**config.mk**
```make
export PLATFORM = sky130hd
export DESIGN_NAME = rv_instr_gen
export DESIGN_NICKNAME = d
export VERILOG_FILES = /design/src/rtl/rv_instr_gen.sv
export SDC_FILE = /design/constraint.sdc
export NUM_CORES = 1
export LEC_CHECK = 0
export CAP_MARGIN = 10
export CORE_MARGIN = 8
export CORE_UTILIZATION = 30
export CTS_BUF_LIST = sky130_fd_sc_hd__clkbuf_4 sky130_fd_sc_hd__clkbuf_8
export DETAILED_ROUTE_END_ITERATION = 8
export GPL_ROUTABILITY_DRIVEN = 0
export GPL_TIMING_DRIVEN = 0
export HOLD_SLACK_MARGIN = 0.12
export PLACE_DENSITY = 0.59
export REMOVE_ABC_BUFFERS = 1
export SYNTH_ARGS = -nofsm -noshare
export SYNTH_HDL_FRONTEND = slang
export SYNTH_SLANG_ARGS = --single-unit
```
**constraint.sdc**
```tcl
create_clock -name clk -period 2.6 [get_ports clk]
set_input_delay 0.52 -clock clk [delete_from_list [all_inputs] [get_ports clk]]
set_output_delay 0.52 -clock clk [all_outputs]
set_load 0.005 [all_outputs]
```
**src/rtl/rv_instr_gen.sv**
```systemverilog
// ----------------------------------------------------------------------------
// rv_instr_gen
//
// Self-stimulus instruction source. A 32-bit LFSR is turned into encoded
// RV32I words (OP, OP-IMM, LUI). The words are buffered in a small FIFO and
// delivered over a valid/ready stream. Each run issues a programmed number of
// words and keeps a handshake count and an XOR signature of the delivered
// words. The LFSR is loaded with SEED only on reset, so successive runs
// continue the same sequence.
//
// Optional feature macro: RVGEN_LEGAL_FUNCT7_EN
//   defined   : the funct7 / imm[11:5] field is forced to a legal RV32I value
//   undefined : the raw LFSR bits are used unchanged
//
// Parameters
//   SEED   LFSR value loaded on reset
//   DEPTH  output FIFO entries (power of two, >= 2)
//   CNT_W  width of the instruction count and counters
//
// Ports
//   clk           in   rising-edge clock
//   rst           in   synchronous active-high reset
//   start         in   begin a run (sampled only in IDLE)
//   num_instr     in   instructions to issue in the run (sampled with start)
//   instr_valid   out  FIFO head is valid
//   instr_ready   in   consumer accepts the head
//   instr         out  encoded instruction at the FIFO head (0 when empty)
//   busy          out  high while a run is generating or draining
//   done          out  one-cycle pulse at the end of a run
//   issued_count  out  handshakes completed in the current run
//   instr_xor     out  XOR of all words handshaken in the current run
// ----------------------------------------------------------------------------
module rv_instr_gen #(
    parameter logic [31:0] SEED  = 32'hDEADC0DE,
    parameter int          DEPTH = 4,
    parameter int          CNT_W = 16
) (
    input  logic             clk,
    input  logic             rst,
    input  logic             start,
    input  logic [CNT_W-1:0] num_instr,
    output logic             instr_valid,
    input  logic             instr_ready,
    output logic [31:0]      instr,
    output logic             busy,
    output logic             done,
    output logic [CNT_W-1:0] issued_count,
    output logic [31:0]      instr_xor
);

    localparam int          AW       = (DEPTH > 1) ? $clog2(DEPTH) : 1;
    localparam logic [AW:0] FULL_CNT = (AW+1)'(DEPTH);

    localparam logic [6:0] OPC_OP    = 7'b0110011;
    localparam logic [6:0] OPC_OPIMM = 7'b0010011;
    localparam logic [6:0] OPC_LUI   = 7'b0110111;

    typedef enum logic [1:0] {
        S_IDLE  = 2'd0,
        S_RUN   = 2'd1,
        S_DRAIN = 2'd2,
        S_DONE  = 2'd3
    } state_t;

    state_t           state_q, state_d;
    logic [31:0]      lfsr_q, lfsr_d;
    logic [AW-1:0]    wr_ptr_q, wr_ptr_d;
    logic [AW-1:0]    rd_ptr_q, rd_ptr_d;
    logic [AW:0]      count_q, count_d;
    logic [CNT_W-1:0] gen_q, gen_d;
    logic [CNT_W-1:0] target_q, target_d;
    logic [CNT_W-1:0] issued_q, issued_d;
    logic [31:0]      xor_q, xor_d;
    logic [31:0]      mem_q [DEPTH];

    logic             empty;
    logic             full;
    logic             push;
    logic             pop;
    logic [31:0]      head;
    logic [31:0]      gen_word;

    function automatic logic [31:0] lfsr_step(input logic [31:0] l);
        return {l[30:0], l[31] ^ l[21] ^ l[1] ^ l[0]};
    endfunction

    // hi carries lfsr[31:7]; sel carries lfsr[1:0]. Inside hi:
    // hi[24:18] = lfsr[31:25], hi[23] = lfsr[30], hi[7:5] = lfsr[14:12].
    function automatic logic [31:0] encode(input logic [24:0] hi,
                                           input logic [1:0]  sel);
        logic [6:0] opc;
        logic [6:0] upper;
`ifdef RVGEN_LEGAL_FUNCT7_EN
        logic [2:0] f3;
`endif
        case (sel)
            2'd1:    opc = OPC_OPIMM;
            2'd2:    opc = OPC_LUI;
            default: opc = OPC_OP;
        endcase
        upper = hi[24:18];
`ifdef RVGEN_LEGAL_FUNCT7_EN
        f3 = hi[7:5];
        if (opc == OPC_OP) begin
            // ADD/SUB and SRL/SRA are the only OP forms with a non-zero funct7
            upper = (f3 == 3'd0 || f3 == 3'd5) ? {1'b0, hi[23], 5'b0} : 7'b0;
        end else if (opc == OPC_OPIMM) begin
            // SLLI must be zero-extended; SRLI/SRAI pick bit 30 only
            if (f3 == 3'd1) begin
                upper = 7'b0;
            end else if (f3 == 3'd5) begin
                upper = {1'b0, hi[23], 5'b0};
            end
        end
`endif
        return {upper, hi[17:0], opc};
    endfunction

    assign empty    = (count_q == '0);
    assign full     = (count_q == FULL_CNT);
    assign head     = mem_q[rd_ptr_q];
    assign pop      = !empty && instr_ready;
    // A full FIFO still accepts a push when the head leaves on the same edge
    assign push     = (state_q == S_RUN) && (!full || pop);
    assign gen_word = encode(lfsr_q[31:7], lfsr_q[1:0]);

    assign instr_valid  = !empty;
    assign instr        = empty ? 32'd0 : head;
    assign busy         = (state_q == S_RUN) || (state_q == S_DRAIN);
    assign done         = (state_q == S_DONE);
    assign issued_count = issued_q;
    assign instr_xor    = xor_q;

    always_comb begin
        state_d  = state_q;
        lfsr_d   = lfsr_q;
        wr_ptr_d = wr_ptr_q;
        rd_ptr_d = rd_ptr_q;
        count_d  = count_q;
        gen_d    = gen_q;
        target_d = target_q;
        issued_d = issued_q;
        xor_d    = xor_q;

        if (push) begin
            lfsr_d   = lfsr_step(lfsr_q);
            wr_ptr_d = wr_ptr_q + AW'(1);
        end
        if (pop) begin
            rd_ptr_d = rd_ptr_q + AW'(1);
            issued_d = issued_q + CNT_W'(1);
            xor_d    = xor_q ^ head;
        end
        case ({push, pop})
            2'b10:   count_d = count_q + (AW+1)'(1);
            2'b01:   count_d = count_q - (AW+1)'(1);
            default: count_d = count_q;
        endcase

        case (state_q)
            S_IDLE: begin
                if (start) begin
                    target_d = num_instr;
                    gen_d    = '0;
                    issued_d = '0;
                    xor_d    = '0;
                    state_d  = (num_instr == '0) ? S_DONE : S_RUN;
                end
            end
            S_RUN: begin
                if (push) begin
                    gen_d = gen_q + CNT_W'(1);
                    if (gen_q + CNT_W'(1) == target_q) begin
                        state_d = S_DRAIN;
                    end
                end
            end
            S_DRAIN: begin
                // Leave as soon as the last pop empties the FIFO so done
                // follows that edge directly
                if (empty || (count_q == (AW+1)'(1) && pop)) begin
                    state_d = S_DONE;
                end
            end
            S_DONE: begin
                state_d = S_IDLE;
            end
            default: state_d = S_IDLE;
        endcase
    end

    always_ff @(posedge clk) begin
        if (rst) begin
            state_q  <= S_IDLE;
            lfsr_q   <= SEED;
            wr_ptr_q <= '0;
            rd_ptr_q <= '0;
            count_q  <= '0;
            gen_q    <= '0;
            target_q <= '0;
            issued_q <= '0;
            xor_q    <= '0;
        end else begin
            state_q  <= state_d;
            lfsr_q   <= lfsr_d;
            wr_ptr_q <= wr_ptr_d;
            rd_ptr_q <= rd_ptr_d;
            count_q  <= count_d;
            gen_q    <= gen_d;
            target_q <= target_d;
            issued_q <= issued_d;
            xor_q    <= xor_d;
        end
    end

    // FIFO storage carries data only; occupancy is tracked by count_q
    always_ff @(posedge clk) begin
        if (push) begin
            mem_q[wr_ptr_q] <= gen_word;
        end
    end

endmodule

```
==> results.md <==
- Outcome: finished clean
- Layout cells sized above 1: roughly a fifth
- Critical Path Sink Type: output port
- Routed via count: 6476
- Sequential-to-total area share from yosys stat: between 50 and 60%
- Slew headroom: 41.9%
- Layout area overhead: 27.1%
- Final period util: 98.9%
- Die W: 195 µm
- Post-place setup slack: -1300 ps
- R2R Setup Slk: between 100 and 150 ps
- Final nets: approximately 1.0k
- Cell area after layout: ~12000 µm²
- CP Launch Type: flop
- Most common cell after layout, fill and taps aside: nand2_1
- HP Class: in2reg
- Cts hold-fix bufs: 0
- Gr ovfl total: 0
- Synth top area share: between 30% and 40%
- Initial Util: slightly above 30%
- Net Sw Power: 4.18 mW
- Hold path cells: 2
- Synth Register Bits: 229
- Total Die Area: between 30000 and 40000 µm²
- Final setup margin: slightly below 30 ps
- Required time of the critical path: 2080 ps
- Ports: ~100
- Antenna violations before repair: 0
- Worst Skew: approximately 37 ps
- Fillers: slightly above 3k
- Clock Latency Late Sink: roughly 560 ps
- FMAX: roughly 0.39 GHz
- Top cells by area, synth: edfxtp_1 34%, dfxtp_1 25%, mux4_2 6.4%
- Rows: 65
- Int Pwr: about 9 mW
- Syn avg cell area: 11.3 µm²
- Critical Path AT: 2050 ps
- Inserted Clock Buffers: 40
- Number of distinct library cells after synthesis: 54
- DR WL/cell: ~16 µm
- CTS root buf: clkbuf_8
- Worst r2r path cells: 8
- H-Tree Depth: 2
- Syn Inst Count: around 850
- Max IR drop VDD: roughly 480 µV
- Crit path kind: reg2out
- Total Wirelength: around 22000 µm
- Leading cell types in the layout, fill and taps excluded: 149 x nand2_1, 117 x dfxtp_1, 108 x edfxtp_1, 73 x nor2_1, 69 x clkdlybuf4s50_1
- Gr usage total: 11.5%
- Static leakage power: about 4.4 nW
- 1st-pass router iterations: 6
- First-pass GRT wire length: roughly 36000 µm
- Vias in the first global route: between 6k and 7k
- Max Cap Viol: 0
- Clock Sink Count: 229
- 1st-iter DRT viols: between 300 and 400
- Area post-placement: about 11000 µm²
- Ant. Diodes: 0
- Placed wire-length estimate: roughly 13000 µm
- PortBufs: 98
- Fin util: around 39%
- Power Density: ~1100 nW/µm²
- Final setup vio count: 0
- Clock power frac: roughly a quarter
- Core Box Area: approximately 31000 µm²
- Critical path fanouts, max: 4
- Routed Antenna Nets: 0
- CTS tree: yes
- Net Sw Frac: between 30% and 40%
- Fraction of registers with async set or reset after synthesis: 0%
- CTS max path bufs: 3
- Max Slew Vio Count: 0
- Post-synth EDFFs: around 110
- Final hold vios: 0
- Yosys warns: 0
- WHS: 460 ps
- Slew @ Worst Pin: roughly 860 ps
- Final worst path period need: approximately 2600 ps
- # DRC: 0
- Post-synth top area cell: edfxtp_1
- Comb pwr share: 35.7%
- Die Y-Extent: 195 µm
- Post-DR vias/cell: 4.63
- Pin count of the biggest net entering global routing: slightly below 50
- Seq pwr share: 38.2%
- Reg clk slew, reported paths: 60 ps
- RSZ-0062 raised after global routing: yes
- Prevailing post-synth register cell: dfxtp_1
- Post-Syn Area: between 9000 and 10000 µm²
[critical path: stages, from the launching register on]
cell,delay [ps]
dfxtp_4,400
buf_12,120
buf_8,100
buf_6,90
mux4_2,500
and2_4,180
buf_6,110
[routing by layer]
metal	part of all wire (%)	up-vias	track usage, %
met3	4.3	47	2.56
met2	48	116	19.8
met5	0	-	0
li1	-	3198	-
met4	2.4	0	4.10
met1	45	3115	14.1
[cell usage after synthesis, drive strengths merged (9+ instances only)]
| cell | instances |
|---|---|
| nand3b | 22 |
| ha | 15 |
| and2 | 31 |
| xor2 | 47 |
| inv | 10 |
| nand3 | 14 |
| a21oi | 53 |
| dfxtp | 121 |
| nor2 | 75 |
| nand2 | 150 |
| buf | 19 |
| mux4 | 27 |
| o21ai | 13 |
| and3 | 9 |
| nor3 | 10 |
| nand4 | 11 |
| edfxtp | 108 |
| xnor2 | 25 |
| clkbuf | 32 |
[per-stage QoR]
stage	TNS (ps)	instances	total power, mW
floorplan	-112	798	7.12
global placement	-378340	1298	8.83
detailed placement	-88300	1303	8.99
CTS	-224	1401	13.2
global route	-186	1400	13.8
finish	0	1400	13.0
[state kept, by name, summed over array words and instances (netlist names), named ones only]
name,count
wr_ptr_q,2
instr_xor,30
count_q,3
lfsr_q,32
issued_count,16
rd_ptr_q,2
mem_q,108
target_q,16
gen_q,16
state_q,2
[path summary, 6_finish.rpt]
check,start,to
worst max-delay path,flop,instr[20]
worst max register to register,gen_q[1]$_SDFFE_PP0P_,state_q[1]$_SDFFE_PP0P_
worst min register to register,lfsr_q[2]$_SDFFE_PP1P_,lfsr_q[3]$_SDFFE_PP1P_
worst min-delay path,rst,gen_q[6]$_SDFFE_PP0P_
[area by class of cell]
cell class	count	area [µm²]	share of cell area [%]
clock buffers	63	767	6.30
clock inverters	10	67.6	0.555
inverters	10	37.5	0.309
multi-input cells	561	3820	31.4
flip-flops and latches	229	5680	46.7
well taps	402	503	4.13
repair buffers	125	1290	10.6
[power by group through the flow]
stage | clock, mW | combinational, mW | sequential [mW]
after floorplan | 0 | 2.12 | 4.99
after global placement | 0 | 3.70 | 5.12
after detailed placement | 0 | 3.90 | 5.09
after CTS | 3.51 | 4.75 | 4.98
after global routing | 3.66 | 5.12 | 5.06
final | 3.39 | 4.65 | 4.97
[kinds of logic after synthesis]
kind of cell	after synthesis	share of synthesized area, %
adder cells (fa/ha/maj)	15	1.96
multiplexers	30	6.68
AND/OR/NAND/NOR	349	17.4
AO/OA/AOI/OAI	89	5.41
other	1	0.0392
flip-flops	229	59.2
XOR/XNOR	72	6.59
buffers and inverters	61	2.76
[what timing repair did]
item,CTS,global route
gates cloned,3,1
pin swaps,16,6
endpoints found under the setup margin,74,24
gates resized for setup,166,10
setup buffers,23,1
Note: power is estimated with default switching activity, not from simulation.
